<file path="src/rtl/uart_frame_parser.sv">
// Frame parser behind uart_rx: assembles AA,CMD,LEN,payload,CHK frames, checks XOR checksum, reports errors.
// Optional inter-byte timeout is compiled in with `define FRAME_TIMEOUT_EN.
module uart_frame_parser #(
  parameter int MAX_LEN     = 4,
  parameter int TIMEOUT_CYC = 50000
) (
  input  logic                 iCLK,
  input  logic                 RST_n,
  input  logic [7:0]           rxd,
  input  logic                 RECEIVE_END,
  output logic                 frame_valid,
  output logic [7:0]           frame_cmd,
  output logic [7:0]           frame_len,
  output logic [MAX_LEN*8-1:0] frame_payload,
  output logic                 frame_err,
  output logic [1:0]           err_code,
  output logic                 busy,
  output logic [7:0]           frame_cnt
);

  localparam int IDX_W = (MAX_LEN > 1) ? $clog2(MAX_LEN) : 1;

  typedef enum logic [2:0] {S_IDLE, S_CMD, S_LEN, S_DATA, S_CHK} state_t;

  state_t                   state_q, state_d;
  logic [7:0]               cmd_q, cmd_d, len_q, len_d, chk_q, chk_d;
  logic [IDX_W-1:0]         idx_q, idx_d;
  logic [MAX_LEN-1:0][7:0]  buf_q, buf_d;
  logic                     vld_q, vld_d, err_q, err_d;
  logic [1:0]               code_q, code_d;
  logic [7:0]               ocmd_q, ocmd_d, olen_q, olen_d, cnt_q, cnt_d;
  logic [MAX_LEN-1:0][7:0]  opay_q, opay_d;
  logic                     tmo;

`ifdef FRAME_TIMEOUT_EN
  localparam int TW = $clog2(TIMEOUT_CYC + 1);
  logic [TW-1:0] tmr_q, tmr_d;

  // A strobe in the expiry cycle wins over the timeout.
  always_comb begin
    tmo   = (state_q != S_IDLE) && !RECEIVE_END && (tmr_q == TW'(TIMEOUT_CYC - 1));
    tmr_d = (RECEIVE_END || state_q == S_IDLE || tmo) ? '0 : tmr_q + 1'b1;
  end

  always_ff @(posedge iCLK or negedge RST_n) begin
    if (!RST_n) tmr_q <= '0;
    else        tmr_q <= tmr_d;
  end
`else
  assign tmo = 1'b0;
`endif

  always_comb begin
    state_d = state_q;
    cmd_d   = cmd_q;
    len_d   = len_q;
    chk_d   = chk_q;
    idx_d   = idx_q;
    buf_d   = buf_q;
    vld_d   = 1'b0;
    err_d   = 1'b0;
    code_d  = code_q;
    ocmd_d  = ocmd_q;
    olen_d  = olen_q;
    opay_d  = opay_q;
    cnt_d   = cnt_q;
    if (tmo) begin
      state_d = S_IDLE;
      err_d   = 1'b1;
      code_d  = 2'd3;
    end else if (RECEIVE_END) begin
      unique case (state_q)
        S_IDLE: if (rxd == 8'hAA) state_d = S_CMD;
        S_CMD: begin
          cmd_d   = rxd;
          chk_d   = rxd;
          state_d = S_LEN;
        end
        S_LEN: begin
          chk_d = chk_q ^ rxd;
          len_d = rxd;
          if (rxd > 8'(MAX_LEN)) begin
            err_d   = 1'b1;
            code_d  = 2'd1;
            state_d = S_IDLE;
          end else if (rxd == 8'h00) begin
            state_d = S_CHK;
          end else begin
            idx_d   = '0;
            state_d = S_DATA;
          end
        end
        S_DATA: begin
          buf_d[idx_q] = rxd;
          chk_d        = chk_q ^ rxd;
          idx_d        = idx_q + 1'b1;
          if (8'(idx_q) == len_q - 8'd1) state_d = S_CHK;
        end
        S_CHK: begin
          state_d = S_IDLE;
          if (rxd == chk_q) begin
            vld_d  = 1'b1;
            code_d = 2'd0;
            ocmd_d = cmd_q;
            olen_d = len_q;
            cnt_d  = cnt_q + 8'd1;
            // Stale bytes from longer earlier frames must not leak out.
            for (int i = 0; i < MAX_LEN; i++)
              opay_d[i] = (i < 32'(len_q)) ? buf_q[i] : 8'h00;
          end else begin
            err_d  = 1'b1;
            code_d = 2'd2;
          end
        end
        default: state_d = S_IDLE;
      endcase
    end
  end

  always_ff @(posedge iCLK or negedge RST_n) begin
    if (!RST_n) begin
      state_q <= S_IDLE;
      cmd_q   <= '0;
      len_q   <= '0;
      chk_q   <= '0;
      idx_q   <= '0;
      buf_q   <= '0;
      vld_q   <= 1'b0;
      err_q   <= 1'b0;
      code_q  <= '0;
      ocmd_q  <= '0;
      olen_q  <= '0;
      opay_q  <= '0;
      cnt_q   <= '0;
    end else begin
      state_q <= state_d;
      cmd_q   <= cmd_d;
      len_q   <= len_d;
      chk_q   <= chk_d;
      idx_q   <= idx_d;
      buf_q   <= buf_d;
      vld_q   <= vld_d;
      err_q   <= err_d;
      code_q  <= code_d;
      ocmd_q  <= ocmd_d;
      olen_q  <= olen_d;
      opay_q  <= opay_d;
      cnt_q   <= cnt_d;
    end
  end

  assign frame_valid   = vld_q;
  assign frame_err     = err_q;
  assign err_code      = code_q;
  assign frame_cmd     = ocmd_q;
  assign frame_len     = olen_q;
  assign frame_payload = opay_q;
  assign frame_cnt     = cnt_q;
  assign busy          = (state_q != S_IDLE);

endmodule
</file>
<file path="config.mk">
export PLATFORM = sky130hd
export DESIGN_NAME = uart_frame_parser
export DESIGN_NICKNAME = d
export VERILOG_FILES = /design/src/rtl/uart_frame_parser.sv
export SDC_FILE = /design/constraint.sdc
export NUM_CORES = 1
export LEC_CHECK = 0
export BUFFER_PORTS_ARGS = -buffer_cell sky130_fd_sc_hd__buf_4
export CORE_UTILIZATION = 38
export DETAILED_ROUTE_END_ITERATION = 10
export GPL_TIMING_DRIVEN = 0
export PLACE_DENSITY_LB_ADDON = 0.12
export SYNTH_ARGS = -nofsm -noshare
export SYNTH_HDL_FRONTEND = slang
export SYNTH_SLANG_ARGS = --single-unit
</file>
<file path="constraint.sdc">
create_clock -name iCLK -period 1.75 [get_ports iCLK]
set_input_delay 0 -clock iCLK [delete_from_list [all_inputs] [get_ports iCLK]]
set_output_delay 0 -clock iCLK [all_outputs]
set_load 0.01 [all_outputs]
</file>
==> impl_metrics.py <==
metrics = {
    "run_status": {
        "status": "completed",
    },
    "cells_and_area": {
        "final_nets": 569,
        "final_cell_mix": "dfrtp_1 (119), buf_4 (84), mux2_1 (57), nand2_1 (54), o21ai_1 (33)",
        "fin_area_um2": 7029,
        "stdcell_count": 739,
        "mostFrequentLayoutCell": "dfrtp_1",
        "syn2layout_area_growth_pct": 31.45,
        "final_util_pct": 52.05,
        "layout-drive-gt1-share_pct": 31.44,
        "diodes": 0,
    },
    "place": {
        "placed_area_um2": 6095,
        "numPortBuffers": 66,
        "gp_congestion": 0.8252,
        "hpwl_um": 8246,
        "dp_slack_ns": -0.4087,
        "placed_cells": 687,
    },
    "die": {
        "die_area_um2": 14550,
        "ios": 72,
        "core_area_um2": 13510,
        "start_util_pct": 39.60,
        "rows": 42,
        "die_h_um": 120.6,
        "die_w_um": 120.6,
    },
    "worst_hold_path": {
        "holdPathEnd": "chk_q[7]",
        "min_from": "rxd[7]",
        "worstHoldPathType": "primary input to flop",
        "hold_depth": 3,
    },
    "logic_synthesis": {
        "synth.area.top_cells": "dfrtp_1 (57%), mux2_1 (12%), o31ai_1 (4.5%), nand2_1 (3.8%), o21ai_1 (3.1%)",
        "synthCells": 444,
        "synthDominantCellAreaShare_pct": 56.62,
        "synth.avg_cell_area_um2": 12.04,
        "ys_seq_area_share_pct": 56.62,
        "async_flop_share_pct": 100.0,
        "yosysWarnings": 0,
        "synth_ff_type": "dfrtp_1",
        "synth_nets": 463,
        "synth_edf_count": 0,
        "yosysTopAreaCell": "dfrtp_1",
        "ys_ff_latch": 121,
        "netlist_area_um2": 5348,
        "synth_cell_types": 50,
    },
    "critical_path": {
        "cp-end-kind": "flop",
        "ff2ff_setup_slack_ns": 0.06,
        "path_class": "flop to flop",
        "arrival_ns": 1.98,
        "worstPathMaxFanout": 10,
        "rr_endpoint": "buf_q[11]",
        "r2r_start": "state_q[2]",
        "reg2reg_depth": 4,
        "cp-startpoint": "state_q[2]",
        "worstPathRequired_ns": 2.04,
        "start_kind": "flop",
    },
    "grt": {
        "grt_max_degree": 73,
        "grt_pass1_vias": 3762,
        "antenna_found_initial": 0,
        "grt_pass1_wl_um": 20530,
        "grtUsageTotal_pct": 18.99,
        "gr-total-overflow": 0,
    },
    "power_and_ir_drop": {
        "ir_worst_vdd_mv": 0.7398,
        "p_clk_share_pct": 37.0,
        "finalPower_mw": 8.993,
        "leakagePower_nw": 3.363,
        "seqPwrFrac_pct": 42.6,
        "sw_frac_of_total_pct": 29.10,
        "switchingPower_mw": 2.617,
        "combPwrFrac_pct": 20.4,
        "p_int_mw": 6.376,
        "p_per_area_nw_per_um2": 1279,
    },
    "routing": {
        "num_vias": 3773,
        "drc": 0,
        "drtIter0Drc": 189,
        "wl_per_cell_um": 17.23,
        "vias_per_cell": 5.106,
        "first_pass_iters": 4,
        "drt-total-wl_um": 12730,
        "drtAntennaViolNets": 0,
    },
    "timing": {
        "finalSetupViolations": 0,
        "timing.final.crit_share_pct": 96.66,
        "finalClockSkew_ns": 0.006627,
        "timing.final.ws_setup_ns": 0.05848,
        "worst_pin_slew_ns": 0.6074,
        "drv_slew": 0,
        "slew_headroom_pct": 59.51,
        "fin_crit_ns": 1.692,
        "fmax_mhz": 591.2,
        "rsz0062_at_grt": "yes",
        "hold_violations": 0,
    },
    "clock_tree": {
        "path_clk_slew_ns": 0.05,
        "clk_root_buffer_cell": "clkbuf_16",
        "cts_buffer_depth": 2,
        "cts_tree": "done",
        "htree_levels": 4,
        "clk-insertion-delay-late_ns": 0.41,
        "cts.sinks": 121,
        "cts-buffers-inserted": 17,
    },
    "flow_run": {
        "maxCapViolCount": 0,
    },
}
## worst max-delay path by stage
stage,end,slack (ns),cells past startpoint
3_5_place_dp,frame_len[6],-0.41,5
6_report,buf_q[11],0.06,4
4_1_cts,err_code[1],0.003,5
5_1_grt,frame_payload[23],-0.04,6
2_1_floorplan,frame_cmd[0],0.03,5
3_3_place_gp,frame_len[3],-0.40,5
## metrics by stage
stage | hold WS (ns) | TNS (ns)
2_1_floorplan | -0.2956 | 0
3_3_place_gp | 0.3305 | -14.39
3_5_place_dp | -0.02223 | -17.75
4_1_cts | 0.003560 | 0
5_1_grt | 0.01632 | -0.2955
6_report | 0.01642 | 0
## layer usage
layer  track usage (%)  vias up  routed length, um
met3             4.858       11                409
met2             29.17       69               6010
met5                 0        -                  0
met1             26.03     1896               6149
met4             6.481        0                163
li1                  -     1797                  -
## final cells by class
class / instances / area (um2)
buffer: 27 / 167.7
clock buffer: 24 / 501.7
clock inverter: 8 / 67.56
fill: 1206 / 6476
inverter: 8 / 30.03
multi-input combinational: 285 / 2290
sequential: 121 / 3030
tap: 176 / 220.2
timing repair buffer: 90 / 721.9
## kinds of logic (layout without fill, tap and decap cells)
| family | count (synthesis) | after routing | synth area share [%] |
|---|---|---|---|
| flip-flops | 121 | 121 | 56.62 |
| AO/OA/AOI/OAI | 82 | 82 | 10.18 |
| AND/OR/NAND/NOR | 104 | 104 | 10.25 |
| XOR/XNOR | 27 | 27 | 4.422 |
| buffers and inverters | 38 | 157 | 3.112 |
| adder cells (fa/ha/maj) | 8 | 8 | 1.872 |
| multiplexers | 64 | 64 | 13.55 |
## worst max-delay path, cell delays in order, from the launching register on
cell and delay [ns]:
dfrtp_1 0.39, clkbuf_4 0.21, nor3_4 0.37, nand2_2 0.23
mux2_1 0.37
## synthesized netlist by cell type, types with 7 or more instances
cell	n
mux2_1	57
ha_1	8
clkbuf_1	14
nand2_1	54
buf_2	13
nand4_1	7
xnor2_1	12
o31ai_1	32
xor2_1	15
o21ai_1	33
dfrtp_1	121
nor2_1	7
## what timing repair did
item	in CTS	in global routing
buffers inserted	10	9
endpoints found under the setup margin	102	89
resized for setup	11	40
pin swaps	5	8
gates cloned	0	0
hold buffers	4	0
hold endpoints to repair	75	0
## registers in the layout, indices dropped and copies added (netlist names)
name and cells:
frame_cmd 8, idx_q 2, frame_len 8, frame_valid 1, frame_payload 32, err_code 2, frame_err 1, buf_q 32
state_q 3, cmd_q 8, frame_cnt 8, chk_q 8, len_q 8
## power groups by stage
| stage | combinational (mW) | clock (mW) | sequential, mW |
|---|---|---|---|
| after floorplan | 1.11 | 0 | 3.73 |
| after global placement | 1.47 | 0 | 3.82 |
| after detailed placement | 1.50 | 0 | 3.85 |
| after CTS | 1.58 | 3.38 | 3.82 |
| after global routing | 2.06 | 3.52 | 3.91 |
| final | 1.84 | 3.33 | 3.83 |
(Power assumes the default switching activity.)
